<file path="config.mk">
export PLATFORM = sky130hd
export DESIGN_NAME = ctw_frame_receiver_flat
export DESIGN_NICKNAME = d
export VERILOG_FILES = /design/src/rtl/ctw_frame_receiver_if.sv /design/src/rtl/ctw_frame_receiver.sv /design/src/flat_wrapper.sv
export SDC_FILE = /design/constraint.sdc
export NUM_CORES = 1
export LEC_CHECK = 0
export CELL_PAD_IN_SITES_DETAIL_PLACEMENT = 1
export CELL_PAD_IN_SITES_GLOBAL_PLACEMENT = 1
export CORE_UTILIZATION = 51
export CTS_CLUSTER_DIAMETER = 50
export CTS_CLUSTER_SIZE = 25
export DETAILED_ROUTE_END_ITERATION = 8
export DONT_BUFFER_PORTS = 1
export HOLD_SLACK_MARGIN = 0.05
export PLACE_DENSITY = 0.83
export SLEW_MARGIN = 0
export SYNTH_ARGS = -nofsm -noshare
export SYNTH_HDL_FRONTEND = slang
export SYNTH_SLANG_ARGS = --single-unit
</file>
<file path="constraint.sdc">
create_clock -name i_clk -period 5.1 [get_ports i_clk]
set_input_delay 1.02 -clock i_clk [delete_from_list [all_inputs] [get_ports i_clk]]
set_output_delay 1.02 -clock i_clk [all_outputs]
set_load 0.05 [all_outputs]
</file>
<file path="src/rtl/ctw_frame_receiver_if.sv">
// Purpose: byte-stream bundle for the frame receiver (link bytes in, payload bytes out).
// Latency: none (wires only); pay_* lags the accepted rx byte by one cycle inside the receiver.
// Backpressure: none; both directions are valid-only, one byte per valid-high cycle.
//
// Signals:
//   rx_data/rx_valid   : inbound link byte, driven by the source (master)
//   pay_data/pay_valid : forwarded payload byte, driven by the receiver (slave)
interface ctw_frame_receiver_if;
    logic [7:0] rx_data;
    logic       rx_valid;
    logic [7:0] pay_data;
    logic       pay_valid;

    modport master (output rx_data, output rx_valid, input pay_data, input pay_valid);
    modport slave  (input rx_data, input rx_valid, output pay_data, output pay_valid);
endinterface

</file>
<file path="src/rtl/ctw_frame_receiver.sv">
// Purpose: ground-end frame receiver; hunts SYNC, parses HDR/payload/CRC-8, forwards payload, keeps stats.
// Latency: payload byte and frame_ok/frame_err/seq_err pulses appear 1 cycle after the accepted byte.
// Backpressure: none; source is never stalled, ena=0 aborts the frame back to HUNT.
//
// Ports:
//   i_clk, i_rst_n (synchronous, active-low), i_ena (block enable)
//   rx_if (slave)  : rx_data/rx_valid in, pay_data/pay_valid out
//   o_frame_ok / o_frame_err / o_seq_err : per-frame 1-cycle pulses
//   o_rx_dir / o_rx_seq : header fields of the last good frame
//   o_ok_count / o_err_count : saturating frame counters
//   o_busy : a frame is in progress (state != HUNT)
// Optional feature: define CTW_RX_SEQ_CHECK_EN to enable per-direction sequence
// continuity checking on o_seq_err; without it o_seq_err is constant 0.
module ctw_frame_receiver #(
    parameter int unsigned PAYLOAD_LEN = 4,
    parameter int unsigned TIMEOUT     = 255,
    parameter logic [7:0]  SYNC_BYTE   = 8'hA5
) (
    input  logic                i_clk,
    input  logic                i_rst_n,
    input  logic                i_ena,
    ctw_frame_receiver_if.slave rx_if,
    output logic                o_frame_ok,
    output logic                o_frame_err,
    output logic                o_seq_err,
    output logic                o_rx_dir,
    output logic [3:0]          o_rx_seq,
    output logic [7:0]          o_ok_count,
    output logic [7:0]          o_err_count,
    output logic                o_busy
);

    typedef enum logic [1:0] {ST_HUNT, ST_HDR, ST_PAY, ST_CRC} state_t;

    localparam logic [3:0] IDX_LAST  = 4'(PAYLOAD_LEN - 1);
    localparam logic [7:0] IDLE_LAST = 8'(TIMEOUT - 1);

    // CRC-8, poly 0x07, MSB first, one byte per call.
    function automatic logic [7:0] crc8_step(input logic [7:0] crc, input logic [7:0] b);
        logic [7:0] c;
        c = crc ^ b;
        for (int i = 0; i < 8; i++) begin
            c = c[7] ? ({c[6:0], 1'b0} ^ 8'h07) : {c[6:0], 1'b0};
        end
        return c;
    endfunction

    state_t     r_state;
    logic [7:0] r_crc;
    logic [3:0] r_idx;
    logic [7:0] r_idle;
    logic       r_hdr_dir;
    logic [3:0] r_hdr_seq;
    logic [7:0] r_pay_data;
    logic       r_pay_valid;
    logic       r_frame_ok;
    logic       r_frame_err;
    logic       r_rx_dir;
    logic [3:0] r_rx_seq;
    logic [7:0] r_ok_count;
    logic [7:0] r_err_count;

    state_t     w_state_nxt;
    logic [7:0] w_crc_nxt;
    logic [3:0] w_idx_nxt;
    logic       w_accept;
    logic       w_hdr_load;
    logic       w_pay_fwd;
    logic       w_ok;
    logic       w_err;

    assign w_accept = rx_if.rx_valid & i_ena;

    always_comb begin
        w_state_nxt = r_state;
        w_crc_nxt   = r_crc;
        w_idx_nxt   = r_idx;
        w_hdr_load  = 1'b0;
        w_pay_fwd   = 1'b0;
        w_ok        = 1'b0;
        w_err       = 1'b0;

        if (!i_ena) begin
            w_state_nxt = ST_HUNT;
        end else if (w_accept) begin
            case (r_state)
                ST_HUNT: begin
                    // SYNC is only a start marker here; inside a frame it is plain data.
                    if (rx_if.rx_data == SYNC_BYTE) begin
                        w_state_nxt = ST_HDR;
                        w_crc_nxt   = 8'h00;
                    end
                end
                ST_HDR: begin
                    w_hdr_load = 1'b1;
                    w_crc_nxt  = crc8_step(r_crc, rx_if.rx_data);
                    if (rx_if.rx_data[6:4] != 3'b000) begin
                        w_err       = 1'b1;
                        w_state_nxt = ST_HUNT;
                    end else begin
                        w_state_nxt = ST_PAY;
                        w_idx_nxt   = 4'd0;
                    end
                end
                ST_PAY: begin
                    w_pay_fwd = 1'b1;
                    w_crc_nxt = crc8_step(r_crc, rx_if.rx_data);
                    if (r_idx == IDX_LAST) begin
                        w_state_nxt = ST_CRC;
                    end else begin
                        w_idx_nxt = r_idx + 4'd1;
                    end
                end
                ST_CRC: begin
                    if (rx_if.rx_data == r_crc) begin
                        w_ok = 1'b1;
                    end else begin
                        w_err = 1'b1;
                    end
                    w_state_nxt = ST_HUNT;
                end
                default: w_state_nxt = ST_HUNT;
            endcase
        end else if (r_state != ST_HUNT && r_idle == IDLE_LAST) begin
            // This idle cycle is the TIMEOUT-th one since the last accepted byte.
            w_err       = 1'b1;
            w_state_nxt = ST_HUNT;
        end
    end

    always_ff @(posedge i_clk) begin
        if (!i_rst_n) begin
            r_state     <= ST_HUNT;
            r_crc       <= 8'h00;
            r_idx       <= 4'd0;
            r_idle      <= 8'd0;
            r_hdr_dir   <= 1'b0;
            r_hdr_seq   <= 4'd0;
            r_pay_data  <= 8'h00;
            r_pay_valid <= 1'b0;
            r_frame_ok  <= 1'b0;
            r_frame_err <= 1'b0;
            r_rx_dir    <= 1'b0;
            r_rx_seq    <= 4'd0;
            r_ok_count  <= 8'd0;
            r_err_count <= 8'd0;
        end else begin
            r_state     <= w_state_nxt;
            r_crc       <= w_crc_nxt;
            r_idx       <= w_idx_nxt;
            r_pay_valid <= w_pay_fwd;
            r_frame_ok  <= w_ok;
            r_frame_err <= w_err;

            // Idle counter only runs while a frame is open and nothing arrives.
            if (!i_ena || w_accept || w_state_nxt == ST_HUNT) begin
                r_idle <= 8'd0;
            end else begin
                r_idle <= r_idle + 8'd1;
            end

            if (w_pay_fwd) begin
                r_pay_data <= rx_if.rx_data;
            end
            if (w_hdr_load) begin
                r_hdr_dir <= rx_if.rx_data[7];
                r_hdr_seq <= rx_if.rx_data[3:0];
            end
            if (w_ok) begin
                r_rx_dir <= r_hdr_dir;
                r_rx_seq <= r_hdr_seq;
                if (r_ok_count != 8'hFF) begin
                    r_ok_count <= r_ok_count + 8'd1;
                end
            end
            if (w_err && r_err_count != 8'hFF) begin
                r_err_count <= r_err_count + 8'd1;
            end
        end
    end

`ifdef CTW_RX_SEQ_CHECK_EN
    logic [3:0] r_last_seq_ul;
    logic [3:0] r_last_seq_dl;
    logic       r_last_vld_ul;
    logic       r_last_vld_dl;
    logic       r_seq_err;
    logic [3:0] w_exp_seq;
    logic       w_last_vld;

    // r_hdr_* still holds the header of the frame whose CRC is being judged.
    always_comb begin
        w_exp_seq  = (r_hdr_dir ? r_last_seq_dl : r_last_seq_ul) + 4'd1;
        w_last_vld = r_hdr_dir ? r_last_vld_dl : r_last_vld_ul;
    end

    always_ff @(posedge i_clk) begin
        if (!i_rst_n) begin
            r_last_seq_ul <= 4'd0;
            r_last_seq_dl <= 4'd0;
            r_last_vld_ul <= 1'b0;
            r_last_vld_dl <= 1'b0;
            r_seq_err     <= 1'b0;
        end else begin
            r_seq_err <= 1'b0;
            if (w_ok) begin
                r_seq_err <= w_last_vld && (r_hdr_seq != w_exp_seq);
                if (r_hdr_dir) begin
                    r_last_seq_dl <= r_hdr_seq;
                    r_last_vld_dl <= 1'b1;
                end else begin
                    r_last_seq_ul <= r_hdr_seq;
                    r_last_vld_ul <= 1'b1;
                end
            end
        end
    end

    assign o_seq_err = r_seq_err;
`else
    assign o_seq_err = 1'b0;
`endif

    assign rx_if.pay_data  = r_pay_data;
    assign rx_if.pay_valid = r_pay_valid;
    assign o_frame_ok      = r_frame_ok;
    assign o_frame_err     = r_frame_err;
    assign o_rx_dir        = r_rx_dir;
    assign o_rx_seq        = r_rx_seq;
    assign o_ok_count      = r_ok_count;
    assign o_err_count     = r_err_count;
    assign o_busy          = (r_state != ST_HUNT);

endmodule

</file>
<file path="src/flat_wrapper.sv">
// flat-port wrapper written by rule: the top's interface ports become plain ports
module ctw_frame_receiver_flat 
#(
    parameter int unsigned PAYLOAD_LEN = 4,
    parameter int unsigned TIMEOUT     = 255,
    parameter logic [7:0]  SYNC_BYTE   = 8'hA5
)
  (i_clk, i_rst_n, i_ena, o_frame_ok, o_frame_err, o_seq_err, o_rx_dir, o_rx_seq, o_ok_count, o_err_count, o_busy, rx_if_rx_data, rx_if_rx_valid, rx_if_pay_data, rx_if_pay_valid);
  ctw_frame_receiver_if rx_if_i ();
  input  logic i_clk;
  input  logic i_rst_n;
  input  logic i_ena;
  output logic o_frame_ok;
  output logic o_frame_err;
  output logic o_seq_err;
  output logic o_rx_dir;
  output logic [3:0] o_rx_seq;
  output logic [7:0] o_ok_count;
  output logic [7:0] o_err_count;
  output logic o_busy;
  input wire logic [$bits(rx_if_i.rx_data)-1:0] rx_if_rx_data;
  input wire logic [$bits(rx_if_i.rx_valid)-1:0] rx_if_rx_valid;
  output wire logic [$bits(rx_if_i.pay_data)-1:0] rx_if_pay_data;
  output wire logic [$bits(rx_if_i.pay_valid)-1:0] rx_if_pay_valid;
  assign rx_if_i.rx_data = rx_if_rx_data;
  assign rx_if_i.rx_valid = rx_if_rx_valid;
  assign rx_if_pay_data = rx_if_i.pay_data;
  assign rx_if_pay_valid = rx_if_i.pay_valid;
  ctw_frame_receiver #(.PAYLOAD_LEN(PAYLOAD_LEN), .TIMEOUT(TIMEOUT), .SYNC_BYTE(SYNC_BYTE)) u_core (.i_clk(i_clk), .i_rst_n(i_rst_n), .i_ena(i_ena), .rx_if(rx_if_i), .o_frame_ok(o_frame_ok), .o_frame_err(o_frame_err), .o_seq_err(o_seq_err), .o_rx_dir(o_rx_dir), .o_rx_seq(o_rx_seq), .o_ok_count(o_ok_count), .o_err_count(o_err_count), .o_busy(o_busy));
endmodule
</file>
== Yosys cells after proc, flatten, opt, wreduce, memory -nomap -nowiden ==
Cells that the tools add are included.
Word-level totals
  input bits: 12
  logic and storage cells: 93
  register bits after elaboration: 59
  output and inout bits: 34
Operators by class
  add/sub/neg operators: 4
  mux-type cells: 36
  reductions and logical operators: 16
  bitwise logic cells: 11
  equality and inequality tests: 12
Operators with widths (count)
  $add A8 B1 Y8 const B: 3
  $mux W3: 8
  $not A3 Y3: 8
  $eq A8 B8 Y1 const B: 2
  $ne A8 B8 Y1 const B: 2
  $pmux W8 S2: 1
  $mux W1: 15
  $mux W2: 6
  $eq A8 B8 Y1: 1
  $mux W4: 2
  $mux W8: 1
  $pmux W2 S4: 1
  $pmux W4 S2: 1
  $xor A8 B8 Y8: 1
  $reduce_bool A2 Y1: 3
  $reduce_and A5 Y1: 1
  $add A4 B1 Y4 const B: 1
  $eq A2 B2 Y1 const B: 2
  $eq A4 B2 Y1 const B: 1
  $logic_not A2 Y1: 2
  $ne A2 B2 Y1 const B: 2
  $reduce_and A4 Y1: 1
  $reduce_or A2 Y1: 2
  $reduce_bool A3 Y1: 1
  other kinds (9): 11

== Logic depth before layout (Yosys ltp) ==
  depth in word-level cells: 18
  gate-level depth with buffers: 9
  depth with buffers taken out: 7

== Least setup slack after synthesis ==
OpenSTA, ideal clock, no wires.
  path kind: input -> register
  start point: in rx_if_rx_data[6]
  end point: reg u_core.r_ok_count[6], in the netlist u_core.o_ok_count[6]
  setup slack: 2.490 ns
  data required time: 4.949 ns
  stages: 8
  arrival time: 2.459 ns
  cell sequence: buf_2 xnor2_1 ha_1 and3_1 nand4_2 buf_6 nor4_1 a211oi_1
Between the ends
  longest elaborated chain between the ends: 6
Ends and longest elaborated chain
  from (decl): RTL line flat_wrapper.sv:21  | input wire logic [$bits(rx_if_i.rx_data)-1:0] rx_if_rx_data;
  $eq A8 B8 Y1: RTL line ctw_frame_receiver.sv:115  | if (rx_if.rx_data == r_crc) begin
  $mux W1: RTL line ctw_frame_receiver.sv:115
  $mux W1: RTL line ctw_frame_receiver.sv:86  | case (r_state)
  $mux W1: RTL line ctw_frame_receiver.sv:85  | end else if (w_accept) begin
  $mux W1: RTL line ctw_frame_receiver.sv:83  | if (!i_ena) begin
  $reduce_and A2 Y1 (no source line)
  to (signal assigned): RTL line ctw_frame_receiver.sv:173  | r_ok_count <= r_ok_count + 8'd1;
  to (decl): RTL line ctw_frame_receiver.sv:60  | logic [7:0] r_ok_count;
Every way passes these cells.
A chain may end at the register's enable or synchronous reset.

== Worst setup path in the final report ==
  start point: in rx_if_rx_data[5]
  end point: reg u_core.r_err_count[4], in the netlist u_core.o_err_count[4]
Between the ends
  longest elaborated chain between the ends: 6
  elaborated cells between the ends (all ways): 8
  classes of those cells: eq/ne (1); mux (5); reduce/logical (2)
Ends and longest elaborated chain
  $eq A8 B8 Y1 / $reduce_bool A3 Y1 (equally long branches): RTL line ctw_frame_receiver.sv:115, ctw_frame_receiver.sv:97
  $mux W1, on equally long branches: RTL line ctw_frame_receiver.sv:115, ctw_frame_receiver.sv:97
  $pmux W1 S2 (*): RTL line ctw_frame_receiver.sv:86
  $mux W1 (*): RTL line ctw_frame_receiver.sv:85
  $mux W1 (*): RTL line ctw_frame_receiver.sv:83
  $logic_and A1 B1 Y1 (*): RTL line ctw_frame_receiver.sv:176  | if (w_err && r_err_count != 8'hFF) begin
  to (signal assigned): RTL line ctw_frame_receiver.sv:177  | r_err_count <= r_err_count + 8'd1;
  to (decl): RTL line ctw_frame_receiver.sv:61  | logic [7:0] r_err_count;
Mark *: on every way between the ends. The rest lies on a longest branch, timed or not.

==> summary.txt <==
Detailed routing
  • Pre-antenna DRT Iters: 4
  • Post-DR vias/cell: 5.813
  • DRC Markers: 0
  • Routed wire length: 7000 um
  • Per-cell routed wire length: 17.24 um
  • Post-route antenna net violation count: 0
  • DRT iter0 DRCs: 61
  • Vias: 2360

Timing
  • Final Hold Viols: 0
  • Setup violators final: 0
  • Fin. max-slew vios: 0
  • FMAX: 354.8 MHz
  • Clock skew: 9.968 ps
  • Period utilization: 55.26%
  • Tmin final: 2818 ps
  • Setup TNS: 0 ps
  • Hold Slack: 490.6 ps
  • Final worst slack: 2282 ps
  • Worst Tran Pin Value: 868.5 ps
  • Unrepaired setup endpoints after global routing: false
  • Max-slew headroom: 41.75%

Final layout
  • Filler Cells Inserted: 664
  • Most common cell after layout, fill and taps aside: dfxtp_1
  • Final nets: 355
  • Area growth, synth to finish: 7.243%
  • # diodes: 0
  • Util after Layout: 56.84%
  • Most frequent cells in the layout: dfxtp_1 (59), nor2_1 (45), nand2_1 (30)
  • Share of post-route cells with drive strength above 1: 7.784%

Floorplanning
  • Die width: 77.88 um
  • DIE AREA: 6065 um2
  • Io pins: 46
  • Die Y: 77.88 um
  • Initial Util: 53.00%
  • Rows: 27
  • Core ar.: 5540 um2

Critical path
  • Largest stage delay, worst path: 720 ps
  • Crit path max-delay family: compound AO/OA/AOI/OAI gates
  • Critical path cell sequence: xnor2_1 -> ha_1 -> and3_1 -> a31oi_4 -> o31ai_2 -> o21ai_0 -> a21oi_1
  • CP max FO: 14
  • Setup crit end kind: flip-flop
  • CP Launch Type: input pin
  • Kind of critical path: in2reg
  • Buf+Inv Stages, Crit Path: 0
  • Crit path DAT: 3070 ps
  • Worst R2R Setup Slack: 2610 ps
  • CP max-delay cell: o31ai_2
  • Critical Path RT: 5360 ps

Power
  • Pint: 0.0007244 W
  • Clock share of power: 45.9%
  • Pwr/cell area: 293.8 nW/um2
  • Psw: 0.0002008 W
  • Seq pwr share: 49.8%
  • Logic pwr share: 4.2%
  • Pwr Total: 0.0009252 W
  • Static Leak: 1.145 nW
  • Worst VDD drop: 0.0001662 V
  • Switching part of the total: 21.71%

Clock tree
  • Resize count post-CTS: 0
  • H-tree levels: 3
  • TritonCTS clock tree: yes
  • Hold_buf cts: 0
  • CTS sink cnt: 59
  • Post-CTS Setup Bufs: 0
  • Clock Latency Late Sink: 340 ps
  • CTS Buf Count: 9
  • Reg clk slew, reported paths: 60 ps
  • Worst-case clock buffer depth: 2
  • Root Driver: clkbuf_8

Hold path
  • Worst hold path type: reg2reg

GRT
  • Initial antenna violation count: 0
  • Number of global-route vias before repair: 2399
  • Remaining Overflow, GRT: 0
  • Gr usage total: 24.62%
  • First-pass GRT wire length: 11440 um
  • Largest net degree at the start of global routing: 32

Placed design
  • Worst slack, placed: 1926 ps
  • Post-DP HPWL: 5032 um
  • Port Buffers: 0
  • GPL Wtd Cong: 0.8335

Status
  • Status: completed

Flow run
  • Max Cap Viol: 0

Logic synthesis
  • Register area share after synthesis: 40.22%
  • Average size of a mapped cell: 8.819 um2
  • Count of distinct cell types in the synthesized netlist: 53
  • Post-Syn Nets: 358
  • Ys async rst share: 0%
  • Mapped Cells: 333
  • Yosys warnings: 0
  • Flops & latches, synth: 59
  • Post-synth EDFFs: 0
  • Top_reg_cell synth: dfxtp_1
  • Syn Std Cell Area: 2937 um2
==> layer usage <==
layer	track usage, %	vias to the layer above	share of wire, %	wire length [um]
met4	8.868	0	1.4	100
met5	0	-	0	0
li1	-	1142	-	-
met3	10.24	10	5.2	367
met2	44.07	48	53	3680
met1	25.58	1160	41	2851
==> Yosys cell counts (2+ instances only) <==
cell | instances | share of area [%]
inv_1 | 9 | 1.2
o211ai_1 | 2 | 0.51
a21o_1 | 2 | 0.51
clkbuf_1 | 7 | 0.89
nand2_1 | 30 | 3.8
or3b_1 | 3 | 0.89
a22oi_1 | 4 | 1.0
dfxtp_1 | 59 | 40
or3_1 | 5 | 1.1
and2_1 | 3 | 0.64
xor2_1 | 11 | 3.3
or4_1 | 2 | 0.51
nor3_1 | 5 | 0.85
ha_1 | 13 | 5.5
nor4_1 | 2 | 0.43
and3_1 | 6 | 1.3
nor2_1 | 45 | 5.8
buf_2 | 2 | 0.34
mux2i_1 | 11 | 3.7
nand4_1 | 5 | 1.1
nand4b_1 | 2 | 0.60
xnor2_1 | 21 | 6.3
o21ai_0 | 9 | 1.5
a21oi_1 | 20 | 3.4
nand3_1 | 23 | 3.9
buf_1 | 2 | 0.26
buf_6 | 2 | 0.77
o31ai_1 | 3 | 0.77
==> cell type report <==
type	instances	area (um2)	area share [%]
repair buffers	1	7.507	0.2384
inverters	9	33.78	1.073
multi-input cells	250	1643	52.17
well taps	72	90.09	2.861
clock buffers	13	158.9	5.046
flip-flops and latches	59	1181	37.50
clock inverters	2	35.03	1.112
==> through the flow <==
stage | std cells | cell area [um2]
after floorplan | 333 | 2937
after global placement | 391 | 2955
after detailed placement | 391 | 2955
after CTS | 406 | 3149
after global routing | 406 | 3149
final | 406 | 3149
==> flip-flops by register name (all words and copies together) (netlist names) <==
register                count
u_core.r_hdr_seq            4
u_core.o_ok_count           8
u_core.o_rx_dir             1
u_core.r_idle               8
u_core.r_idx                4
u_core.r_state              2
u_core.rx_if.pay_data       8
u_core.o_rx_seq             4
u_core.r_crc                8
u_core.o_err_count          8
u_core.o_frame_err          1
u_core.r_hdr_dir            1
u_core.rx_if.pay_valid      1
u_core.o_frame_ok           1
==> power groups by stage <==
| stage | logic [W] | registers (W) | clock network [W] |
|---|---|---|---|
| after detailed placement | 0.0000377 | 0.000471 | 0 |
| after global routing | 0.0000429 | 0.000460 | 0.000456 |
| after CTS | 0.0000393 | 0.000461 | 0.000432 |
| after floorplan | 0.0000348 | 0.000471 | 0 |
| after global placement | 0.0000370 | 0.000471 | 0 |
| final | 0.0000393 | 0.000461 | 0.000425 |
==> cell families (layout without fill, tap and decap cells) <==
group / Yosys count / count (layout) / synth area share (%)
xor gates and xnor gates: 33 / 33 / 10.10
and+or+nand+nor: 142 / 142 / 24.93
muxes: 11 / 11 / 3.750
DFF: 59 / 59 / 40.22
adders and majority gates: 13 / 13 / 5.539
AOI/OAI and AO/OA: 50 / 50 / 11.50
buffers and inverters: 24 / 25 / 3.835
other: 1 / 1 / 0.1277
==> path summary, 6_finish.rpt <==
path                                      from  cells after the start                                  to
hold reg to reg    u_core.r_idle[0]$_SDFF_PP0_                      1         u_core.r_idle[0]$_SDFF_PP0_
setup reg to reg  u_core.r_crc[5]$_SDFFE_PN0P_                      7  u_core.o_err_count[4]$_SDFFE_PN0P_
setup / recovery              rx_if_rx_data[5]                      7  u_core.o_err_count[4]$_SDFFE_PN0P_
hold / removal     u_core.r_idle[0]$_SDFF_PP0_                      1         u_core.r_idle[0]$_SDFF_PP0_
Power figures use the tool's default switching activity.
